[src/rtl/reg_cmd_sequencer.sv]
// reg_cmd_sequencer
// Accepts one register command at a time over a valid/ready handshake and
// expands it into single-cycle one-hot LOAD/INC/DEC/CLR strobes for a bank of
// NREG registers. Multi-step commands (repeat INC/DEC, LOAD_INC) issue one
// strobe per clock. DONE/ERR are one-cycle pulses in the FIN state.
//
// Ports:
//   CLK, RST_N          clock, asynchronous active-low reset
//   CMD_VALID/READY     command handshake
//   CMD_OP/SEL/DATA/REP opcode, target index, load value, repeat count
//   ABORT               stop an in-progress command (sampled in ISSUE only)
//   REG_DATA            load value held from the last accepted command
//   REG_LOAD/INC/DEC/CLR one-hot strobes to the register bank
//   BUSY, DONE, ERR     status
module reg_cmd_sequencer #(
  parameter int unsigned DATA_W = 19,
  parameter int unsigned NREG   = 4,
  parameter int unsigned REP_W  = 8
) (
  input  logic                      CLK,
  input  logic                      RST_N,
  input  logic                      CMD_VALID,
  output logic                      CMD_READY,
  input  logic [2:0]                CMD_OP,
  input  logic [$clog2(NREG)-1:0]   CMD_SEL,
  input  logic [DATA_W-1:0]         CMD_DATA,
  input  logic [REP_W-1:0]          CMD_REP,
  input  logic                      ABORT,
  output logic [DATA_W-1:0]         REG_DATA,
  output logic [NREG-1:0]           REG_LOAD,
  output logic [NREG-1:0]           REG_INC,
  output logic [NREG-1:0]           REG_DEC,
  output logic [NREG-1:0]           REG_CLR,
  output logic                      BUSY,
  output logic                      DONE,
  output logic                      ERR
);

  localparam int unsigned SelW = $clog2(NREG);

  localparam logic [2:0] OpNop     = 3'b000;
  localparam logic [2:0] OpLoad    = 3'b001;
  localparam logic [2:0] OpInc     = 3'b010;
  localparam logic [2:0] OpDec     = 3'b011;
  localparam logic [2:0] OpClr     = 3'b100;
  localparam logic [2:0] OpLoadInc = 3'b101;

  typedef enum logic [1:0] {StIdle, StIssue, StFin} state_e;

  state_e            state_q, state_d;
  logic [2:0]        op_q, op_d;
  logic [SelW-1:0]   sel_q, sel_d;
  logic [DATA_W-1:0] data_q, data_d;
  logic [REP_W-1:0]  cnt_q, cnt_d;
  // LOAD_INC: high while the leading LOAD strobe is still to be issued
  logic              load_ph_q, load_ph_d;
  // ERR to be reported in FIN (illegal opcode or abort)
  logic              err_q, err_d;

  logic              illegal_op;
  logic [NREG-1:0]   sel_onehot;

  assign illegal_op = (CMD_OP[2:1] == 2'b11);
  assign sel_onehot = NREG'(1) << sel_q;

  always_ff @(posedge CLK or negedge RST_N) begin
    if (!RST_N) begin
      state_q   <= StIdle;
      op_q      <= OpNop;
      sel_q     <= '0;
      data_q    <= '0;
      cnt_q     <= '0;
      load_ph_q <= 1'b0;
      err_q     <= 1'b0;
    end else begin
      state_q   <= state_d;
      op_q      <= op_d;
      sel_q     <= sel_d;
      data_q    <= data_d;
      cnt_q     <= cnt_d;
      load_ph_q <= load_ph_d;
      err_q     <= err_d;
    end
  end

  always_comb begin
    state_d   = state_q;
    op_d      = op_q;
    sel_d     = sel_q;
    data_d    = data_q;
    cnt_d     = cnt_q;
    load_ph_d = load_ph_q;
    err_d     = err_q;

    unique case (state_q)
      StIdle: begin
        if (CMD_VALID) begin
          op_d      = CMD_OP;
          sel_d     = CMD_SEL;
          data_d    = CMD_DATA;
          cnt_d     = (CMD_REP == '0) ? REP_W'(1) : CMD_REP;
          load_ph_d = (CMD_OP == OpLoadInc);
          err_d     = illegal_op;
          state_d   = (illegal_op || CMD_OP == OpNop) ? StFin : StIssue;
        end
      end
      StIssue: begin
        if (ABORT) begin
          // The strobe already driven this cycle still counts as issued
          err_d   = 1'b1;
          state_d = StFin;
        end else begin
          unique case (op_q)
            OpInc, OpDec: begin
              if (cnt_q == REP_W'(1)) state_d = StFin;
              else                    cnt_d   = cnt_q - REP_W'(1);
            end
            OpLoadInc: begin
              if (load_ph_q)                load_ph_d = 1'b0;
              else if (cnt_q == REP_W'(1))  state_d   = StFin;
              else                          cnt_d     = cnt_q - REP_W'(1);
            end
            default: state_d = StFin;  // LOAD, CLR: single strobe
          endcase
        end
      end
      StFin: begin
        state_d = StIdle;
      end
      default: state_d = StIdle;
    endcase
  end

  // Outputs decoded from registered state only; no path from CMD_* inputs.
  always_comb begin
    REG_LOAD = '0;
    REG_INC  = '0;
    REG_DEC  = '0;
    REG_CLR  = '0;
    if (state_q == StIssue) begin
      unique case (op_q)
        OpLoad:    REG_LOAD = sel_onehot;
        OpInc:     REG_INC  = sel_onehot;
        OpDec:     REG_DEC  = sel_onehot;
        OpClr:     REG_CLR  = sel_onehot;
        OpLoadInc: begin
          if (load_ph_q) REG_LOAD = sel_onehot;
          else           REG_INC  = sel_onehot;
        end
        default: ;
      endcase
    end
  end

  assign REG_DATA  = data_q;
  assign CMD_READY = (state_q == StIdle);
  assign BUSY      = (state_q != StIdle);
  assign DONE      = (state_q == StFin);
  assign ERR       = (state_q == StFin) && err_q;

endmodule

[config.mk]
export PLATFORM = sky130hd
export DESIGN_NAME = reg_cmd_sequencer
export DESIGN_NICKNAME = d
export VERILOG_FILES = /design/src/rtl/reg_cmd_sequencer.sv
export SDC_FILE = /design/constraint.sdc
export NUM_CORES = 1
export LEC_CHECK = 0
export ABC_AREA = 1
export CAP_MARGIN = 20
export CORE_MARGIN = 3
export CORE_UTILIZATION = 40
export DETAILED_ROUTE_END_ITERATION = 6
export PLACE_DENSITY = 0.86
export RECOVER_POWER = 25
export SYNTH_ARGS = -nofsm -noshare
export SYNTH_HDL_FRONTEND = slang
export SYNTH_SLANG_ARGS = --single-unit
export TNS_END_PERCENT = 100
[constraint.sdc]
create_clock -name CLK -period 1.7 [get_ports CLK]
set_clock_uncertainty 0.2 [all_clocks]
set_input_delay 0.34 -clock CLK [delete_from_list [all_inputs] [get_ports CLK]]
set_output_delay 0.34 -clock CLK [all_outputs]
set_load 0.02 [all_outputs]
==> impl_metrics.tcl <==
set metrics [dict create \
    status "complete, but fails checks" \
    violations "setup timing" \
    worst-path-buf-inv 3 \
    ir_drop_v 0.0009778 \
    num_vias 2376 \
    path_class "flip-flop to output port" \
    cts.root.buffer_cell "clkbuf_8" \
    dp_hpwl_um 4330 \
    cts_buffers 5 \
    critPathRequiredTime_ns 1.16 \
    avgSynthCellArea_sq_um 7.116 \
    yosysTopAreaCell "dfrtp_1" \
    cp.arrival_ns 1.52 \
    setup_slack_ns -0.3597 \
    fin_tns_setup_ns -9.191 \
    synth_cells 278 \
    first_iter_violations 126 \
    hold_path.class "flip-flop to flip-flop" \
    clk_latency_ns 0.30 \
    cellPowerDensity_nw_per_um2 1776 \
    io_buffers 74 \
    dieArea_sq_um 5826 \
    nFillCells 269 \
    core_sq_um 4564 \
    crit_slowest_cell "dfrtp_1" \
    gr-total-overflow 0 \
    ios 75 \
    leakagePower_nw 1.788 \
    clock-sinks 36 \
    holdWs_ns 0.2859 \
    syn_area_sq_um 1978 \
    cp-end-kind "output port" \
    clock.fmax_mhz 485.5 \
    synth_top_area_share 0.4554 \
    grt_pass1_vias 2362 \
    syn_to_final_growth_pct 89.69 \
    layout-drive-gt1-share 0.3955 \
    path_cells "inv_2 -> nand2_4 -> nor2_4 -> a31oi_4 -> buf_12 -> nor2_4 -> buf_6" \
    diodes 0 \
    cp_max_fo 3 \
    slew_viol_final 0 \
    maxCapViolations 0 \
    vias_per_cell 5.143 \
    worstMarginPinSlew_ns 0.4840 \
    crit_top_cell "nor2_4" \
    htreeDepth 2 \
    grt_max_degree 31 \
    yosysSeqAreaShare 0.4554 \
    antenna_found_initial 0 \
    setup_viol 50 \
    hold_viol_final 0 \
    gp_congestion 0.9218 \
    track_usage 0.2372 \
    tritoncts "built" \
    slew_headroom 0.6773 \
    period_share 1.212 \
    critPathTopFamily "flip-flops" \
    num_rows 24 \
    die_h_um 76.33 \
    ys_ff_latch 36 \
    final_nets 434 \
    synthesis.nets 316 \
    startpoint_type "flip-flop" \
    rsz0062_at_grt "true" \
    finalPower_mw 6.665 \
    synthTopCellsByArea "dfrtp_1 (46%), nand2_1 (21%), nor2_1 (7.0%), nand3_1 (4.8%), inv_1 (4.4%)" \
    slowest_delay_ns 0.46 \
    yosysUniqueCellTypes 24 \
    die_w_um 76.33 \
    start_util 0.4334 \
    fin_crit_ns 2.060 \
    dr.pass1.iters 4 \
    yosys_warnings 0 \
    ant_nets 0 \
    clock_path_buffers 2 \
    wl_per_cell_um 17.31 \
    drc 0 \
    cts.clk_slew.worst_paths_ns 0.08 \
    wl_um 7995 \
    grt_pass1_wl_um 11140 \
]
Yosys cell counts (all sizes together):
| master | count |
|---|---|
| ha | 2 |
| nand2 | 113 |
| nor3b | 1 |
| a31oi | 1 |
| o21ai | 20 |
| nor3 | 1 |
| dfrtp | 36 |
| clkbuf | 4 |
| nor2 | 41 |
| nand3 | 20 |
| buf | 4 |
| a21oi | 3 |
| inv | 29 |
| or2 | 1 |
| nand4 | 2 |
where the power goes:
group / internal (mW) / total, mW / switching (mW) / leakage (nW)
sequential: 1.27 / 1.67 / 0.397 / 0.445
clock: 0.291 / 0.632 / 0.342 / 0.0445
combinational: 1.89 / 4.37 / 2.47 / 1.30
worst register-to-register path, delay by kind of cell (launching register included):
family	cells	cell delay, ns
compound gates	1	0.06
simple gates	5	0.73
buf+inv	5	0.47
flops	1	0.42
area by class of cell:
cell class	instances	area, sq um	share of cell area
tap	65	81.33	0.02167
sequential	36	902.1	0.2404
inverter	29	123.9	0.03301
multi-input combinational	206	1330	0.3545
clock inverter	3	21.27	0.005669
timing repair buffer	118	1225	0.3264
clock buffer	5	68.82	0.01834
routing by layer:
metal | vias to the layer above | wire length (um) | global-route usage
met5 | - | 0 | 0
met4 | 0 | 409 | 0.1105
met2 | 114 | 3980 | 0.4139
met1 | 1126 | 3095 | 0.2608
li1 | 1104 | - | -
met3 | 32 | 509 | 0.07565
through the flow:
stage                     instance area [sq um]  setup slack [ns]    util  cells
after CTS                                  3385           -0.2292  0.7415    450
after global routing                       3752           -0.3702  0.8221    462
after global placement                     3149           -0.4315  0.6900    437
after detailed placement                   3149           -0.5008  0.6900    437
after floorplan                            2157          -0.01998       -    278
final                                      3752           -0.3597  0.8221    462
sequential cells by signal, indices dropped and copies added (netlist names):
register / count
REG_DATA: 19
sel_q: 2
cnt_q: 8
state_q: 2
load_ph_q: 1
err_q: 1
op_q: 3
repair_timing:
| action | 4_1_cts | 5_1_grt |
|---|---|---|
| pin swaps | 13 | 17 |
| setup buffers | 3 | 9 |
| hold endpoints to repair | 15 | 0 |
| hold buffers | 1 | 0 |
| cloned | 1 | 5 |
| endpoints found under the setup margin | 54 | 47 |
| gates resized for setup | 165 | 65 |
final timing paths:
| check | start | to | slack (ns) | cells after the start |
|---|---|---|---|---|
| min reg2reg | REG_DATA[2] | REG_DATA[2] | 0.29 | 2 |
| max reg2reg | state_q[1] | cnt_q[4] | -0.25 | 11 |
| max in group asynchronous | RST_N | cnt_q[4] | 0.50 | 3 |
| max | op_q[2] | REG_INC[3] | -0.36 | 7 |
| min | REG_DATA[2] | REG_DATA[2] | 0.29 | 2 |
| min in group asynchronous | RST_N | load_ph_q | 0.33 | 2 |
layout by cell type, fill, tap and decap left out, types with 4 or more instances in the layout:
master and count:
clkdlybuf4s50_1 34, dlygate4sd2_1 19, nand2_2 19, buf_6 34
nand3_4 7, nand2_4 9, buf_12 4, nand3_1 10
nand2_1 85, o21ai_0 9, clkbuf_8 5, buf_4 22
inv_1 19, o21ai_2 8, inv_2 7, nor2_1 17
dfrtp_1 35, nor2_4 23
kinds of logic (layout without fill, tap and decap cells):
| group | count (synthesis) | after routing | synth area share |
|---|---|---|---|
| AND/OR/NAND/NOR | 179 | 180 | 0.3833 |
| flip-flops | 36 | 36 | 0.4554 |
| buffers and inverters | 37 | 155 | 0.07779 |
| adder cells (fa/ha/maj) | 2 | 2 | 0.01265 |
| AO/OA/AOI/OAI | 24 | 24 | 0.07084 |
Power figures use the tool's default switching activity.
